[src/rtl/trig_pulse_arbiter.sv]
// trig_pulse_arbiter
// Shares one downstream trigger port between NCH edge-detect channels.
// Each channel holds one pending event. Grants are round-robin, and a
// programmable dead time follows every accepted trigger. The block also
// holds the per-channel veto-last masks and drives the detector valid gates.
//
//   state   | meaning
//   --------+-------------------------------------------------------------
//   S_IDLE  | no trigger offered; grant the next pending channel if any
//   S_OFFER | trig_valid high, trig_ch stable, waiting for trig_ready
//   S_DEAD  | post-trigger dead time; dcnt counts down to 1, then S_IDLE
module trig_pulse_arbiter #(
  parameter int NCH   = 4,
  parameter int CHW   = 2,
  parameter int DEADW = 8
) (
  input  logic                 clk,
  input  logic                 reset,
  input  logic [NCH-1:0]       pulse_in,
  input  logic [NCH-1:0]       enable,
  input  logic                 run,
  input  logic [DEADW-1:0]     deadtime,
  input  logic                 cfg_wr,
  input  logic [CHW-1:0]       cfg_ch,
  input  logic [2:0]           cfg_veto,
  output logic [3*NCH-1:0]     veto_last,
  output logic [NCH-1:0]       valid_out,
  output logic                 trig_valid,
  output logic [CHW-1:0]       trig_ch,
  input  logic                 trig_ready,
  output logic [NCH-1:0]       pending,
  output logic [15:0]          trig_count,
  output logic [15:0]          drop_count
);

  typedef enum logic [1:0] {
    S_IDLE  = 2'd0,
    S_OFFER = 2'd1,
    S_DEAD  = 2'd2
  } state_t;

  state_t           state;
  logic [CHW-1:0]   rr_ptr;
  logic [DEADW-1:0] dcnt;

  logic [NCH-1:0]   new_ev;
  logic [NCH-1:0]   upper_mask;
  logic [NCH-1:0]   hi_req;
  logic [NCH-1:0]   clr;
  logic [NCH-1:0]   drops;
  logic [CHW-1:0]   sel_ch;
  logic [CHW-1:0]   next_ptr;
  logic             grant;
  logic [4:0]       n_drops;
  logic [16:0]      drop_sum;

  assign valid_out = enable & {NCH{run}};
  assign new_ev    = pulse_in & enable & {NCH{run}};

  // Grant only from IDLE, and only on events already registered in pending;
  // pulses arriving this cycle become eligible next cycle.
  assign grant = (state == S_IDLE) && (|pending);

  // Round-robin pick: lowest pending channel at or above rr_ptr, otherwise
  // wrap and take the lowest pending channel overall.
  always_comb begin
    upper_mask = '0;
    for (int i = 0; i < NCH; i++) begin
      upper_mask[i] = (CHW'(i) >= rr_ptr);
    end
    hi_req = pending & upper_mask;
    sel_ch = '0;
    if (|hi_req) begin
      for (int i = NCH - 1; i >= 0; i--) begin
        if (hi_req[i]) sel_ch = CHW'(i);
      end
    end else begin
      for (int i = NCH - 1; i >= 0; i--) begin
        if (pending[i]) sel_ch = CHW'(i);
      end
    end
  end

  // One-hot clear for the channel granted this cycle, plus per-channel drops.
  // A pulse on the channel being granted re-arms pending instead of dropping.
  always_comb begin
    clr     = '0;
    n_drops = '0;
    for (int i = 0; i < NCH; i++) begin
      clr[i] = grant && (sel_ch == CHW'(i));
    end
    drops = new_ev & pending & ~clr;
    for (int i = 0; i < NCH; i++) begin
      n_drops = n_drops + 5'(drops[i]);
    end
    drop_sum = {1'b0, drop_count} + 17'(n_drops);
  end

  // The pointer moves past the channel just accepted, wrapping at NCH-1.
  assign next_ptr = (trig_ch == CHW'(NCH - 1)) ? '0 : trig_ch + CHW'(1);

  // Pending flags and the saturating drop counter.
  always_ff @(posedge clk) begin
    if (reset) begin
      pending    <= '0;
      drop_count <= '0;
    end else begin
      pending <= (pending & ~clr) | new_ev;
      if (drop_sum[16]) begin
        drop_count <= 16'hFFFF;
      end else begin
        drop_count <= drop_sum[15:0];
      end
    end
  end

  // Arbitration FSM with registered trigger outputs and dead-time counter.
  always_ff @(posedge clk) begin
    if (reset) begin
      state      <= S_IDLE;
      trig_valid <= 1'b0;
      trig_ch    <= '0;
      rr_ptr     <= '0;
      dcnt       <= '0;
      trig_count <= '0;
    end else begin
      case (state)
        S_IDLE: begin
          if (grant) begin
            trig_valid <= 1'b1;
            trig_ch    <= sel_ch;
            state      <= S_OFFER;
          end
        end
        S_OFFER: begin
          if (trig_ready) begin
            trig_valid <= 1'b0;
            trig_count <= trig_count + 16'd1;
            rr_ptr     <= next_ptr;
            if (deadtime == '0) begin
              state <= S_IDLE;
            end else begin
              dcnt  <= deadtime;
              state <= S_DEAD;
            end
          end
        end
        S_DEAD: begin
          // Terminal count at 1 so D cycles of dead time precede the next grant.
          if (dcnt <= DEADW'(1)) begin
            dcnt  <= '0;
            state <= S_IDLE;
          end else begin
            dcnt <= dcnt - DEADW'(1);
          end
        end
        default: begin
          state      <= S_IDLE;
          trig_valid <= 1'b0;
        end
      endcase
    end
  end

  // Per-channel veto masks; an out-of-range channel index matches no slice.
  always_ff @(posedge clk) begin
    if (reset) begin
      veto_last <= '0;
    end else if (cfg_wr) begin
      for (int i = 0; i < NCH; i++) begin
        if (cfg_ch == CHW'(i)) veto_last[3*i +: 3] <= cfg_veto;
      end
    end
  end

endmodule

[config.mk]
export PLATFORM = sky130hd
export DESIGN_NAME = trig_pulse_arbiter
export DESIGN_NICKNAME = d
export VERILOG_FILES = /design/src/rtl/trig_pulse_arbiter.sv
export SDC_FILE = /design/constraint.sdc
export NUM_CORES = 1
export LEC_CHECK = 0
export ABC_CLOCK_PERIOD_IN_PS = 5000
export CAP_MARGIN = 40
export CORE_UTILIZATION = 48
export CTS_BUF_LIST = sky130_fd_sc_hd__clkbuf_4 sky130_fd_sc_hd__clkbuf_8 sky130_fd_sc_hd__clkbuf_16
export DETAILED_ROUTE_END_ITERATION = 7
export GPL_ROUTABILITY_DRIVEN = 0
export PLACE_DENSITY = 0.78
export SLEW_MARGIN = 40
export SYNTH_ARGS = -nofsm -noshare
export SYNTH_HDL_FRONTEND = slang
export SYNTH_SLANG_ARGS = --single-unit
[constraint.sdc]
create_clock -name clk -period 5 [get_ports clk]
set_input_delay 1 -clock clk [delete_from_list [all_inputs] [get_ports clk]]
set_output_delay 1 -clock clk [all_outputs]
set_load 0.02 [all_outputs]
; Word-level counts from Yosys, hierarchy flattened
; Cells that the tools add are included.
[word_totals]
in_bits = 26
wordCells = 91
out_inout_bits = 55
register_bits = 63
[classes]
n_reduce_logical = 21
muxes = 23
n_lt_le_gt_ge = 5
addsub = 7
n_eq_ne = 13
n_bitwise = 10
[ops]
columns = op, n
row1 = $and 4x4->4, 7
row2 = $mux 2, 14
row3 = $mux 8, 3
row4 = $add 16x4->17, 1
row5 = $add 16x1->16 const B, 1
row6 = $mux 16, 1
row7 = $pmux 8 s2, 1
row8 = $eq 2x2->1 const B, 6
row9 = $reduce_and 2->1, 6
row10 = $reduce_and 3->1, 3
row11 = $le 8x1->1 const B, 1
row12 = $logic_not 8->1, 1
row13 = $ne 2x2->1 const B, 4
row14 = $reduce_or 4->1, 2
row15 = $sub 8x1->8 const B, 1
row16 = $eq 2x1->1 const B, 3
row17 = $logic_not 2->1, 3
row18 = $pmux 2 s3, 1
row19 = $logic_and 1x1->1, 5
row20 = $add 3x1->4, 1
row21 = $ge 1x2->1 const A, 2
row22 = $ge 2x2->1 const A, 2
row23 = $not 4->4, 1
row24 = $or 4x4->4, 1
row25 = 7 further kinds, 8

; Depth between registers and ports, before layout
[logic_depth]
depth_word = 16
ltp_mapped = 14
ltp_nobuf = 14

; Worst setup path before layout
; No wires, ideal clock.
[synth_path]
path_kind = input to register
start = in enable[0]
end = reg drop_count[11]
path_buffers = 0
t_required_ns = 4.921
arrival_time_ns = 3.862
slack_ns = 1.059
setup_time_ns = 0.079
cell_stages = 12
path_cell_list = and2_1 nand2_1 or2_2 fa_1 fa_1 inv_1 fa_1 and4_1 nand4_1 or2_1 and4b_1 a211oi_2
[synth_between]
elab_chain_cells = 9
[synth_rtl]
columns = item, line
row1 = start: declaration, 20  ; input logic [NCH-1:0] enable,
row2 = $and 4x4->4 (2 in a row), 58  ; assign new_ev = pulse_in & enable & {NCH{run}};
row3 = $and 4x4->4 (2 in a row), 92  ; drops = new_ev & pending & ~clr;
row4 = $add 1x1->2, 94  ; n_drops = n_drops + 5'(drops[i]);
row5 = $add 2x1->3, 94
row6 = $add 3x1->4, 94
row7 = $add 16x4->17, 96  ; drop_sum = {1'b0, drop_count} + 17'(n_drops);
row8 = $mux 16, 109  ; if (drop_sum[16]) begin
row9 = end signal: assignment, 112  ; drop_count <= drop_sum[15:0];
row10 = end: declaration, 33  ; output logic [15:0] drop_count
; Every way passes these cells.
; A chain may end at the register's enable or synchronous reset.

; Final worst setup path
[layout_path]
start = in run
end = reg drop_count[11]
[layout_between]
elab_chain_cells = 8
[layout_rtl]
columns = item, line
row1 = start: declaration, 21  ; input logic run,
row2 = $and 4x4->4 *, 58
row3 = $and 4x4->4 * (2 in a row), 92
row4 = $add 1x1->2, 94
row5 = $add 2x1->3, 94
row6 = $add 3x1->4 *, 94
row7 = $add 16x4->17 *, 96
row8 = $mux 16 *, 109
; Every way passes the cells marked *; elsewhere a longest branch is shown, timed or not.

==> impl_metrics.toml <==
[logic_synthesis]
netlist_instances = 337
muxShareOfSynthArea_pct = 4.990
synth_flop_cell = "dfxtp_1"
synth_xor_area_share_pct = 6.112
yosys_register_bits = 63
synth_top_family_by_area = "simple AND/OR/NAND/NOR gates"
synthDominantCellAreaShare_pct = 41.91
synth_nets = 371
synth_area_sq_um = 3009
ys_seq_area_share_pct = 41.91
synth-compound-area-share_pct = 14.72
avgSynthCellArea_sq_um = 8.929
synth_area_leaders = "dfxtp_1, nor2_1, mux2i_1"
yosys.area_share.simple_pct = 25.86
synth_top_cell_by_area = "dfxtp_1"
synthAdderAreaFrac_pct = 4.075
synth_edf_count = 0
ys_warn_count = 0
async_flop_share_pct = 0
ys_types = 56

[worst_hold_path]
hold_path.class = "flip-flop to flip-flop"
worstHoldStart = "trig_valid"
hold_depth = 2

[sta]
drv_slew = 0
rsz0062_at_grt = "false"
max_freq_ghz = 0.2376
tightest_slew_ps = 663.1
skew_ps = 7.615
slew_headroom_pct = 55.70
period_needed_ps = 4209
totalNegativeSetupSlack_ps = 0
final-setup-viol-count = 0
period_share_pct = 84.18
hold_viol = 0

[die]
coreArea_sq_um = 5991
die_x_um = 81.18
ioPinCount = 81
die_y_um = 81.18
dieArea_sq_um = 6589
rows = 28
initial_utilization_pct = 50.23

[cells_and_area]
nets = 455
syn_to_final_growth_pct = 37.01
layout_common_cells = "clkdlybuf4s50_1, dfxtp_1, nor2_1"
final_common_cell = "clkdlybuf4s50_1"
layout-drive-gt1-share_pct = 7.512
antenna_cells = 0

[pwr]
power_frac_seq_pct = 43.3
clockPowerShare_pct = 43.4
powerDensity_nw_per_um2 = 301.7
swShare_pct = 25.27
power.internal_uw = 929.6
irDropWorstVdd_v = 0.0001805
combPwrFrac_pct = 13.3
p_leak_uw = 0.001514
p_switching_uw = 314.3
power_uw = 1244

[placement]
dpl.hpwl_um = 4936
io_buffers = 80

[clocking]
ctsHoldBuffers = 0
cts_setup_buffers = 0
cts_tree = "yes"
ctsResizeCount = 0
clock_latency_ps = 340
cts.reportedPaths.clkPinSlew_ps = 70
cts.htree.levels = 3
numCtsBuffers = 9
cts_buffer_depth = 2
cts_root_buf = "clkbuf_8"
cts_sinks = 63

[critical_path]
cp.arrival_ps = 4470
crit_path_end_kind = "flip-flop"
ff2ff_path_depth = 14
critPathTopFamily = "simple AND/OR/NAND/NOR gates"
crit_type = "primary input to flip-flop"
critPathMaxFanout = 4
cp_num_buf_inv = 2
start_kind = "primary input"
critPathSlowestCell = "fa_1"
crit_start = "run"
slowest_delay_ps = 500
rr_startpoint = "pending[3]"
crit_path_cell_trace = "clkdlybuf4s50_1 > and2_1 > nand2_1 > or2_2 > fa_1 > fa_1 > inv_1 > fa_1 > and4_1 > nand4_1 > or2_1 > and4b_1 > a211oi_2"
cp.required_ps = 5260
cpMostUsedCell = "fa_1"
cp_num_cells = 13

[routing]
wl_per_cell_um = 14.09
via_per_inst = 5.503
routed-wl-met3_um = 363
drt_iter0_drc = 129
met1_length_um = 3166
wl_met2_um = 3458
drc = 0
ant_nets = 0
totalWireLength_um = 7059
dr.pass1.iters = 4
vias = 2757
top_layer = "met4"

[global_routing]
antenna_found_initial = 0
grt_max_degree = 46
groute.usage.overall_pct = 22.26
grt_pass1_wl_um = 11390
overflow = 0
first_global_vias = 2590

[job]
maxCapViolCount = 0

[outcome]
outcome = "finished clean"
## worst register-to-register path: stages, from the launching register on
cell	delay, ps
dfxtp_1	430
nor2_1	110
a211o_1	380
or3_1	350
o21ai_0	210
or2_2	170
fa_1	450
fa_1	480
inv_1	80
fa_1	250
and4_1	270
nand4_1	180
or2_1	300
and4b_1	200
a211oi_2	200
## power by group through the flow
stage / Combinational [uW] / Clock, uW / Sequential [uW]
floorplan: 90.4 / 0 / 556
global placement: 161 / 0 / 549
detailed placement: 164 / 0 / 549
CTS: 165 / 553 / 538
global route: 182 / 573 / 541
finish: 166 / 540 / 538
## logic make-up after synthesis
kind of cell	Yosys count
and+or+nand+nor	146
AOI/OAI and AO/OA	66
DFF	63
xor gates and xnor gates	21
buffers and inverters	18
muxes	15
adders and majority gates	8
## cells in the mapped netlist, types with 4 or more instances
master,count
a21oi_1,27
nor2b_1,7
nand3_1,11
nand2_1,28
or2_2,4
inv_1,9
clkbuf_1,7
xnor2_1,6
or3_1,6
nand3b_1,4
mux2i_1,15
a32oi_1,4
dfxtp_1,63
nor3_1,8
nor2_1,43
o21ai_0,9
ha_1,5
and2_1,5
o31ai_1,5
nand4_1,8
xor2_1,15
## layer usage
metal | vias up | global-route usage, %
li1 | 1376 | -
met3 | 7 | 6.404
met5 | - | 0
met1 | 1289 | 27.05
met2 | 85 | 37.06
met4 | 0 | 8.393
## stage by stage
step / cells / utilization (%) / hold WS (ps) / area (sq um) / setup slack [ps]
finish: 501 / 68.82 / 463.3 / 4123 / 790.9
global placement: 485 / 64.72 / 447.9 / 3877 / 605.7
global route: 501 / 68.82 / 481.9 / 4123 / 586.1
detailed placement: 485 / 64.72 / 456.2 / 3877 / 429.6
floorplan: 337 / - / 471.7 / 3009 / 1059
CTS: 501 / 68.82 / 469.0 / 4123 / 798.5
## registers in the layout (all words and copies together), names as in the netlist
register and flops:
state 2, trig_ch 2, trig_count 16, pending 4, dcnt 8, drop_count 16
veto_last 12, trig_valid 1, rr_ptr 2
## worst paths after layout
| check | end | slack (ps) |
|---|---|---|
| max | drop_count[11] | 790 |
| max reg2reg | drop_count[11] | 880 |
| min reg2reg | trig_valid | 460 |
| min | trig_valid | 460 |
## area by class of cell
| cell class | count | area (sq um) |
|---|---|---|
| fillers | 502 | 1868 |
| multi-input cells | 256 | 1678 |
| flip-flops and latches | 63 | 1261 |
| repair buffers | 82 | 810.8 |
| clock buffers | 9 | 123.9 |
| clock inverters | 7 | 121.4 |
| well taps | 75 | 93.84 |
| inverters | 9 | 33.78 |
Power figures use the tool's default switching activity.
